`src/rtl/led_pwm_fader.sv`:
```
// Per-channel PWM fader: each of 4 LEDs ramps its brightness toward the target bit.
// Optional macro LED_FADE_GAMMA_EN selects a square-law duty curve (default: linear).
module led_pwm_fader #(
    parameter int PWM_BITS = 8,
    parameter int STEP_DIV = 48_828
) (
    input  logic       clk,
    input  logic       rst_n,
    input  logic [3:0] led_in,
    output logic [3:0] led_out
);

    localparam int                  PRESC_W   = (STEP_DIV > 1) ? $clog2(STEP_DIV) : 1;
    localparam logic [PRESC_W-1:0]  PRESC_MAX = PRESC_W'(STEP_DIV - 1);
    localparam logic [PWM_BITS-1:0] LEVEL_MAX = '1;

    logic [3:0]                tgt_q;
    logic [PRESC_W-1:0]        presc_q;
    logic [PRESC_W-1:0]        presc_d;
    logic [PWM_BITS-1:0]       pwm_cnt_q;
    logic [3:0][PWM_BITS-1:0]  level_q;
    logic [3:0][PWM_BITS-1:0]  level_d;
    logic [3:0][PWM_BITS-1:0]  duty;
    logic [3:0]                led_d;
    logic                      tick;

    always_comb begin
        tick    = (presc_q == PRESC_MAX);
        presc_d = tick ? '0 : presc_q + 1'b1;
        level_d = level_q;
        duty    = '0;
        led_d   = '0;
        for (int i = 0; i < 4; i++) begin
            // Levels saturate at both ends; a target flip simply reverses the next step.
            if (tick) begin
                if (tgt_q[i] && (level_q[i] != LEVEL_MAX)) begin
                    level_d[i] = level_q[i] + 1'b1;
                end else if (!tgt_q[i] && (level_q[i] != '0)) begin
                    level_d[i] = level_q[i] - 1'b1;
                end
            end
`ifdef LED_FADE_GAMMA_EN
            duty[i] = PWM_BITS'(((2*PWM_BITS)'(level_q[i]) * (2*PWM_BITS)'(level_q[i])) >> PWM_BITS);
`else
            duty[i] = level_q[i];
`endif
            // Full level forces constant on so there is no single-cycle dropout per period.
            led_d[i] = (level_q[i] == LEVEL_MAX) ? 1'b1 : (duty[i] > pwm_cnt_q);
        end
    end

    always_ff @(posedge clk) begin
        if (!rst_n) begin
            tgt_q     <= '0;
            presc_q   <= '0;
            pwm_cnt_q <= '0;
            level_q   <= '0;
            led_out   <= '0;
        end else begin
            tgt_q     <= led_in;
            presc_q   <= presc_d;
            pwm_cnt_q <= pwm_cnt_q + 1'b1;
            level_q   <= level_d;
            led_out   <= led_d;
        end
    end

endmodule

```
`config.mk`:
```
export PLATFORM = sky130hd
export DESIGN_NAME = led_pwm_fader
export DESIGN_NICKNAME = d
export VERILOG_FILES = /design/src/rtl/led_pwm_fader.sv
export SDC_FILE = /design/constraint.sdc
export NUM_CORES = 1
export LEC_CHECK = 0
export CORE_MARGIN = 4
export CORE_UTILIZATION = 40
export CTS_CLUSTER_SIZE = 25
export DETAILED_ROUTE_END_ITERATION = 12
export SYNTH_ARGS = -nofsm -noshare
export SYNTH_HDL_FRONTEND = slang
export SYNTH_SLANG_ARGS = --single-unit
```
`constraint.sdc`:
```
create_clock -name clk -period 3.55 [get_ports clk]
set_input_delay 0.355 -clock clk [delete_from_list [all_inputs] [get_ports clk]]
set_output_delay 0.355 -clock clk [all_outputs]
set_load 0.01 [all_outputs]
```
### Word-level counts from Yosys, hierarchy flattened

Cells that the tools add are included.

* $add $sub $neg: 10
* magnitude comparators: 4
* eq/ne operators: 9
* mux-type cells: 12
* bitwise gates (word level): 1
* reductions and logical operators: 25

Operator list (count)
* 2-to-1 mux 8 bit: 8
* adder 8 x 1 -> 8 bit, second input constant: 5
* == test 8 bit, second input constant: 4
* greater-than comparator 8 bit: 4
* != test 8 bit, second input constant: 4
* nonzero test 8 bit: 4
* subtractor 8 x 1 -> 8 bit, second input constant: 4
* adder 16 x 1 -> 16 bit, second input constant: 1
* == test 16 bit, second input constant: 1
* logical AND 1 bit: 8
* AND reduction 2 bit: 4
* nonzero test 2 bit: 4
* zero test 1 bit: 4
* 2-to-1 mux 1 bit: 4
* OR reduction 2 bit: 1
* NOT 1 bit: 1

* bits in registers: 64
* input bits: 6
* output and inout port bits: 4
* logic and storage cells: 69

### Longest topological paths before layout

Gate-level depths: netlist (run 1).

* depth in word-level cells: 4
* gate-level depth with buffers: 11
* gate-level depth less buffers: 11

### Worst setup path after synthesis (run 1)

OpenSTA, ideal clock, no wires.

* kind: reg2reg
* from: register level_q (netlist bit duty[17])
* to: register level_q (netlist bit duty[23])
* library setup time: 0.071 ns
* data arrival time: 2.685 ns
* required time: 3.479 ns
* path slack: 0.795 ns
* stages on the path, launching flop included: 10
* path buffers: 0
* period minus slack after synthesis: 2.755 ns
* cell sequence: dfxtp_1 > nand4_1 > o21ai_1 > ha_1 > a21o_1 > a2111oi_4 > a21oi_2 > mux2_4 > or3_1 > a21oi_1

* cells in the longest elaborated chain, start to end: 4
* elaborated cells between the ends (all ways): 10
* classes of those cells: add/sub: 2; eq/ne: 1; mux: 2; reduce/logical: 5

RTL lines
* from (decl): RTL line 21 `logic [3:0][PWM_BITS-1:0] level_q;`
* from (signal assigned): RTL line 63 `level_q <= level_d;`
* parallel branches: the longest is 4 deep, another holds subtractor 8 x 1 -> 8 bit

Parallel ways; which one is timed is not known. The select of a mux whose other input is x is not followed.
A chain may end at the register's enable or synchronous reset.

### Worst setup path in the final report (run 1)

* from: register level_q (netlist bit duty[1])
* to: register level_q (netlist bit duty[7])

Same word-level chain as after synthesis.

==> results_dict.tcl, run 1 <==
set metrics [dict create \
    start_util 0.4099 \
    placed_area_um2 4487 \
    synthMuxAreaShare 0.07244 \
    final_cell_mix "nor2_1, dfxtp_1, ha_1" \
    routabilityCongestion 0.7770 \
    setup_violations 0 \
    grt-ovfl-total 0 \
    cp_cell_sequence "nand4_1, o21ai_1, ha_1, a21oi_1, o22ai_1, o41a_1, mux2_1, or3_1, a21oi_1" \
    diodes 0 \
    synth_top_area_cell "dfxtp_1" \
    ys_top_cells_by_area "dfxtp_1, ha_1, mux2i_1" \
    slew_headroom 0.3975 \
    crit_fanout 9 \
    critPathMaxStageDelay_ns 0.57 \
    rsz0062_at_grt "false" \
    synth_top_family_by_area "simple AND/OR/NAND/NOR gates" \
    final_hold_viol_count 0 \
    final_common_cell "nor2_1" \
    synth_warnings 0 \
    ys_seq_elements 64 \
    ant_nets 0 \
    holdWs_ns 0.4866 \
    via_per_inst 5.245 \
    cts_hold_buf 0 \
    synth_seq_area_share 0.3028 \
    synth_top_area_frac 0.3028 \
    p_per_area_nw_per_um2 324.7 \
    clk_pin_slew_worst_paths_ns 0.07 \
    setup_ws_ns 0.5334 \
    grt_max_degree 27 \
    avgSynthCellArea_um2 8.816 \
    portBuffers 9 \
    die_w_um 110.9 \
    wirelength_um 8739 \
    slew_viol_final 0 \
    clock_latency_ns 0.35 \
    syn_nets 548 \
    core_um2 10320 \
    clock_sinks 64 \
    fin_nets 564 \
    yosys.area_share.simple 0.2022 \
    critPathKind "flop to flop" \
    syn_area_um2 4232 \
    grtUsageTotal 0.1496 \
    worst_pin_slew_ns 0.9027 \
    crit_top_cell "a21oi_1" \
    cts_buffers 9 \
    antenna_found_initial 0 \
    max_freq_ghz 0.3315 \
    syn2layout_area_growth_pct 10.91 \
    root_buffer "clkbuf_8" \
    fin_area_um2 4693 \
    synth_compound_area_frac 0.1159 \
    tns_ns 0 \
    drive_above_1_share 0.04990 \
    status "complete, no violations" \
    cap_violations 0 \
    die_h_um 110.9 \
    crit_family "compound AO/OA/AOI/OAI gates" \
    path_buf_inv 0 \
    crit_slowest_cell "o21ai_1" \
    yosysUniqueCellTypes 38 \
    grt_pass1_vias 3321 \
    fp.dieArea_um2 12290 \
    htreeDepth 3 \
    synth_xor_area_frac 0.09107 \
    crit_path_start_kind "flop" \
    ioPinCount 10 \
    dr_total_vias 3341 \
    fin_crit_sh 0.8497 \
    cp.arrival_ns 3.29 \
    cts_setup_buffers 0 \
    critPathRequiredTime_ns 3.83 \
    drt_iter0_markers 112 \
    hp-class "flop to flop" \
    cts_tree "yes" \
    dr.pass1.iters 4 \
    syn_inst 480 \
    rows 37 \
    place_ws_ns 0.5548 \
    drt_drc_violations_left 0 \
    clockBufferDepth 2 \
    ctsResizeCount 0 \
    fill_cells 1008 \
    peakVddDrop_v 0.0002456 \
    grt_pass1_wl_um 15260 \
    synthAdderAreaFrac 0.1904 \
    hpwl_um 6480 \
    p_leak_uw 0.002091 \
    skew_ns 0.01550 \
    final.min_clock_period_ns 3.017 \
    wl_per_cell_um 13.72 \
    cp-end-kind "flop" \
]
[worst reg2reg max path, delay by kind of cell, from the launching register on]
family / cells / cell delay (ns)
mux: 1 / 0.34
fa+ha+maj: 1 / 0.41
flops: 1 / 0.46
compound gates: 5 / 1.29
simple gates: 2 / 0.46
[power by group]
part           leakage (µW)  switching [µW]  internal (µW)
registers          0.000518            9.38            730
logic               0.00147            72.4           63.6
clock network      0.000101             288            360
[kinds of logic (layout without fill, tap and decap cells)]
kind of cell | after synthesis | after routing
AO/OA/AOI/OAI | 75 | 75
XOR/XNOR | 44 | 44
adder cells (fa/ha/maj) | 62 | 62
buffers and inverters | 28 | 49
flip-flops | 64 | 64
multiplexers | 30 | 30
AND/OR/NAND/NOR | 177 | 177
[final timing paths]
check | slack [ns] | from | cells after the start | to
worst max-delay path | 0.53 | duty[1] | 9 | duty[7]
worst min-delay path | 0.49 | presc_q[0] | 1 | presc_q[0]
worst max register to register | 0.53 | duty[1] | 9 | duty[7]
worst min register to register | 0.49 | presc_q[0] | 1 | presc_q[0]
[stage by stage]
| step | total power, µW | std cells | utilization |
|---|---|---|---|
| after detailed placement | 893.9 | 621 | 0.4346 |
| after CTS | 1550 | 637 | 0.4546 |
| after global placement | 889.1 | 621 | 0.4346 |
| final | 1524 | 637 | 0.4546 |
| after global routing | 1598 | 637 | 0.4546 |
| after floorplan | 851.2 | 480 | - |
[layer usage]
layer	part of all wire	up-vias	GRT usage	wire (µm)
li1	-	1733	-	-
met1	0.47	1545	0.1822	4099
met2	0.48	53	0.2613	4212
met3	0.034	10	0.03493	294
met4	0.015	0	0.04516	133
met5	0	-	0	0
[layout make-up]
type | instances | area (µm²) | share of cell area
clock buffers | 11 | 151.4 | 0.03226
clock inverters | 5 | 55.05 | 0.01173
inverters | 21 | 78.83 | 0.01680
multi-input cells | 388 | 2844 | 0.6060
flip-flops and latches | 64 | 1281 | 0.2730
well taps | 136 | 170.2 | 0.03626
repair buffers | 12 | 112.6 | 0.02399
[flip-flops by register name (all words and copies together), names as in the netlist]
name,cells
presc_q,16
tgt_q,4
pwm_cnt_q,8
duty,32
led_out,4
[synth_stat cells (all sizes together)]
master   instances
fa               4
a21o            15
nor2            68
nor3             2
o22ai            1
o21a             5
nor4            10
xnor2           30
o41a             1
and3             3
o32ai            2
nand4           23
dfxtp           64
and2             5
inv             21
or3              2
a21oi           27
a2111oi          1
a31oi            2
nor2b           13
or3b             1
mux2i           28
clkbuf           6
nand2           27
nand3           14
o21ai           17
nand2b           7
buf              1
mux2             2
xor2            14
o211ai           4
ha              58
and4             1
nor3b            1
No activity file was read; power rests on OpenSTA's default activity.
==> run 2: changes to the inputs <==
- clock period: 3.55 -> 3.1 ns (I/O delays scaled with it)
==> results_dict.tcl, run 2 (synthesis results as in run 1) <==
set metrics [dict create \
    status "complete, no violations" \
    cp_cell_sequence "nand4_1, o21ai_1, ha_1, a21o_1, a2111oi_4, a21oi_2, mux2_4, or3_1, a21oi_1" \
    crit_fanout 6 \
    ctsResizeCount 0 \
    grtUsageMet2 0.2593 \
    wl_per_cell_um 13.83 \
    seqPwrFrac 0.463 \
    peakVddDrop_v 0.0002910 \
    slew_viol_final 0 \
    reg2reg_from "duty[17]" \
    cts_hold_buf 0 \
    dr_total_vias 3350 \
    antenna_found_initial 0 \
    fill_cells 1015 \
    clock_latency_ns 0.35 \
    clk_pin_slew_worst_paths_ns 0.07 \
    cp.arrival_ns 3.10 \
    dr.pass1.iters 4 \
    ant_nets 0 \
    grt_pass1_vias 3333 \
    drt_drc_violations_left 0 \
    p_leak_uw 0.002111 \
    crit_family "compound AO/OA/AOI/OAI gates" \
    final_cell_mix "nor2_1, dfxtp_1, ha_1" \
    crit_path_start_kind "flop" \
    cts_tree "yes" \
    rsz0062_at_grt "false" \
    final_common_cell "nor2_1" \
    p_per_area_nw_per_um2 387.2 \
    grtUsageTotal 0.1465 \
    worstRegToRegCells 9 \
    final.min_clock_period_ns 2.807 \
    multiInputGateArea_um2 2844 \
    cts_buffers 9 \
    comb_power_share 0.087 \
    drive_above_1_share 0.04980 \
    grt_max_degree 21 \
    skew_ns 0.01150 \
    fin_nets 566 \
    whs_endpoint "presc_q[0]" \
    critPathRequiredTime_ns 3.39 \
    ff_latch_area_um2 1281 \
    max_freq_ghz 0.3563 \
    holdWs_ns 0.4753 \
    start_util 0.4099 \
    rows 37 \
    p_int_uw 1402 \
    cts_setup_buffers 0 \
    die_h_um 110.9 \
    switchingPower_uw 426.2 \
    grt-ovfl-total 0 \
    grtUsageMet3 0.03439 \
    ioPinCount 10 \
    hpwl_um 6507 \
    clock_sinks 64 \
    largest_register_ffs 32 \
    htreeDepth 3 \
    final_hold_viol_count 0 \
    critPathKind "flop to flop" \
    routabilityCongestion 0.8102 \
    clockBufferDepth 2 \
    switching_share 0.2331 \
    portBuffers 9 \
    root_buffer "clkbuf_8" \
    core_um2 10320 \
    tns_ns 0 \
    diodes 0 \
    cap_violations 0 \
    p_clk_frac 0.450 \
    hp-class "flop to flop" \
    via_per_inst 5.251 \
    syn2layout_area_growth_pct 11.59 \
    whs_path_depth 1 \
    hp-start "presc_q[0]" \
    busiest_layer "met2" \
    wirelength_um 8821 \
    drt_iter0_markers 148 \
    worst_pin_slew_ns 0.6832 \
    setup_violations 0 \
    die_w_um 110.9 \
    grt_use_met1 0.1733 \
    slew_headroom 0.5440 \
    crit_slowest_cell "dfxtp_1" \
    critPathMaxStageDelay_ns 0.45 \
    reg2reg_to "duty[23]" \
    fin_crit_sh 0.9054 \
    fp.dieArea_um2 12290 \
    path_buf_inv 0 \
    rrSetupSlack_ns 0.29 \
    grt_pass1_wl_um 14960 \
    cp-end-kind "flop" \
]
run 2: changes by cell type in the layout (fill, tap and decap cells not counted):
cell,change
buf_4,+2
clkinvlp_4,-2
bufinv_16,+1
clkbuf_1,+1
clkinv_2,-1
run 2: how the worst max path moves through the flow:
| stage | startpoint | endpoint | cells past startpoint |
|---|---|---|---|
| final | duty[17] | duty[23] | 9 |
| after global routing | duty[17] | duty[23] | 9 |
| after CTS | duty[17] | duty[23] | 9 |
| after detailed placement | duty[17] | duty[23] | 9 |
| after global placement | duty[17] | duty[23] | 9 |
| after floorplan | duty[17] | duty[23] | 9 |
run 2: worst reg2reg max path, stage by stage (launching register included):
cell,delay [ns]
dfxtp_1,0.45
nand4_1,0.17
o21ai_1,0.34
ha_1,0.35
a21o_1,0.21
a2111oi_4,0.37
a21oi_2,0.12
mux2_4,0.31
or3_1,0.30
a21oi_1,0.13
run 2: final cells by class:
cell class	count	area share
Clock buffer	12	0.03286
Clock inverter	3	0.01378
Inverter	21	0.01669
Multi-Input combinational cell	388	0.6023
Sequential cell	64	0.2713
Tap cell	136	0.03604
Timing Repair Buffer	14	0.02703
run 2: metrics by stage:
stage / cells / utilization / area [µm²] / setup WS (ns) / total power (µW)
2_1_floorplan: 480 / - / 4232 / 0.3447 / 974.8
3_3_place_gp: 623 / 0.4361 / 4502 / 0.3703 / 1021
3_5_place_dp: 623 / 0.4361 / 4502 / 0.3138 / 1025
4_1_cts: 638 / 0.4574 / 4722 / 0.2904 / 1849
5_1_grt: 638 / 0.4574 / 4722 / 0.1704 / 1898
6_report: 638 / 0.4574 / 4722 / 0.2933 / 1829
run 2: power groups by stage:
| stage | sequential (µW) | combinational, µW | clock [µW] |
|---|---|---|---|
| after floorplan | 866 | 109 | 0 |
| after global placement | 866 | 155 | 0 |
| after detailed placement | 866 | 159 | 0 |
| after CTS | 847 | 160 | 842 |
| after global routing | 849 | 179 | 870 |
| final | 847 | 158 | 823 |
run 2: per-layer routing:
layer  vias up  share of wire
met3        16          0.030
met5         -              0
li1       1737              -
met2        46           0.49
met4         0          0.015
met1      1551           0.47
==> run 3: changes to the inputs <==
- CELL_PAD_IN_SITES_DETAIL_PLACEMENT: unset -> 0
- CELL_PAD_IN_SITES_GLOBAL_PLACEMENT: unset -> 1
- PLACE_DENSITY_LB_ADDON: unset -> 0.1
- RECOVER_POWER: unset -> 25
==> results_dict.tcl, run 3 (synthesis results as in run 1) <==
set metrics [dict create \
    path_buf_inv 0 \
    setup.worst_path.end "duty[7]" \
    reg2reg_to "duty[7]" \
    clock_sinks 64 \
    final_hold_viol_count 0 \
    hp-class "flop to flop" \
    status "complete, no violations" \
    dr_total_vias 3315 \
    grtUsageTotal 0.1508 \
    slew_headroom 0.3577 \
    holdWs_ns 0.4665 \
    ctsResizeCount 0 \
    crit_slowest_cell "dfxtp_1" \
    cp.arrival_ns 3.08 \
    fin_crit_sh 0.9031 \
    setup_violations 0 \
    hpwl_um 6766 \
    clockBufferDepth 2 \
    die_h_um 110.9 \
    skew_ns 0.01115 \
    rsz0062_at_grt "false" \
    fill_cells 1053 \
    dr.pass1.iters 4 \
    setup_ws_ns 0.3003 \
    p_per_area_nw_per_um2 362.2 \
    crit_path_start_kind "flop" \
    critPathMaxStageDelay_ns 0.45 \
    critPathRequiredTime_ns 3.38 \
    clk_pin_slew_worst_paths_ns 0.08 \
    antenna_found_initial 0 \
    placed_area_um2 4509 \
    largest_register_ffs 32 \
    drt_iter0_markers 82 \
    final_cell_mix "nor2_1, dfxtp_1, ha_1" \
    die_w_um 110.9 \
    grt_pass1_vias 3191 \
    critPathKind "flop to flop" \
    fin_nets 567 \
    cap_violations 0 \
    ant_nets 0 \
    rrSetupSlack_ns 0.30 \
    grt_max_degree 27 \
    cts_hold_buf 0 \
    cts_tree "yes" \
    clock_latency_ns 0.34 \
    core_um2 10320 \
    grt_pass1_wl_um 15480 \
    p_leak_uw 0.002101 \
    cts_setup_buffers 0 \
    worstRegToRegCells 9 \
    cp_num_cells 9 \
    cts_buffers 9 \
    crit_start "duty[1]" \
    crit_fanout 6 \
    routabilityCongestion 0.8166 \
    syn2layout_area_growth_pct 10.91 \
    wirelength_um 8763 \
    place_ws_ns 0.2926 \
    htreeDepth 3 \
    utilization 0.4546 \
    rows 37 \
    final.min_clock_period_ns 2.800 \
    diodes 0 \
    drt_drc_violations_left 0 \
    root_buffer "clkbuf_8" \
    cp-end-kind "flop" \
    tns_ns 0 \
    max_freq_ghz 0.3572 \
    start_util 0.4099 \
    worst_pin_slew_ns 0.9635 \
    ioPinCount 10 \
    grt-ovfl-total 0 \
    crit_family "compound AO/OA/AOI/OAI gates" \
    peakVddDrop_v 0.0002414 \
    fin_area_um2 4693 \
    final_common_cell "nor2_1" \
    reg2reg_from "duty[1]" \
    via_per_inst 5.180 \
    crit_top_cell "a21oi_1" \
    wl_per_cell_um 13.69 \
    fp.dieArea_um2 12290 \
    portBuffers 9 \
    slew_viol_final 0 \
    drive_above_1_share 0.05159 \
    cp_cell_sequence "nand4_1, o21ai_1, ha_1, a21oi_1, o22ai_1, o41a_1, mux2_1, or3_1, a21oi_1" \
]
==> run 3: worst min-delay path by stage <==
stage,start,end,slack (ns),depth (start not counted)
final,presc_q[0],presc_q[0],0.47,1
after global routing,presc_q[0],presc_q[0],0.52,1
after CTS,presc_q[0],presc_q[0],0.47,1
after detailed placement,presc_q[0],presc_q[0],0.46,1
after global placement,presc_q[0],presc_q[0],0.45,1
after floorplan,presc_q[0],presc_q[0],0.43,1
==> run 3: per-stage QoR <==
stage	std cells	power, µW
after CTS	640	1734
after detailed placement	624	1029
after global routing	640	1789
after floorplan	480	974.8
final	640	1700
after global placement	624	1027
==> run 3: cell type report <==
| cell class | instances | area [µm²] | share of cell area |
|---|---|---|---|
| Clock inverter | 6 | 60.06 | 0.01280 |
| Inverter | 21 | 78.83 | 0.01680 |
| Tap cell | 136 | 170.2 | 0.03626 |
| Clock buffer | 10 | 127.6 | 0.02719 |
| Multi-Input combinational cell | 388 | 2844 | 0.6060 |
| Sequential cell | 64 | 1281 | 0.2730 |
| Timing Repair Buffer | 15 | 131.4 | 0.02799 |
==> run 3: report_power, final <==
| group | internal [µW] | switching (µW) | leakage, µW | total (µW) |
|---|---|---|---|---|
| Sequential | 836 | 10.1 | 0.000518 | 846 |
| Combinational | 71.4 | 85.6 | 0.00149 | 157 |
| Clock | 367 | 329 | 0.0000920 | 696 |
| Total | 1270 | 425 | 0.00210 | 1700 |
==> run 3: per-layer routing <==
layer	track usage	share of wire
met4	0.03530	0.013
met1	0.2101	0.51
met3	0.03766	0.029
met5	0	0
met2	0.2346	0.44
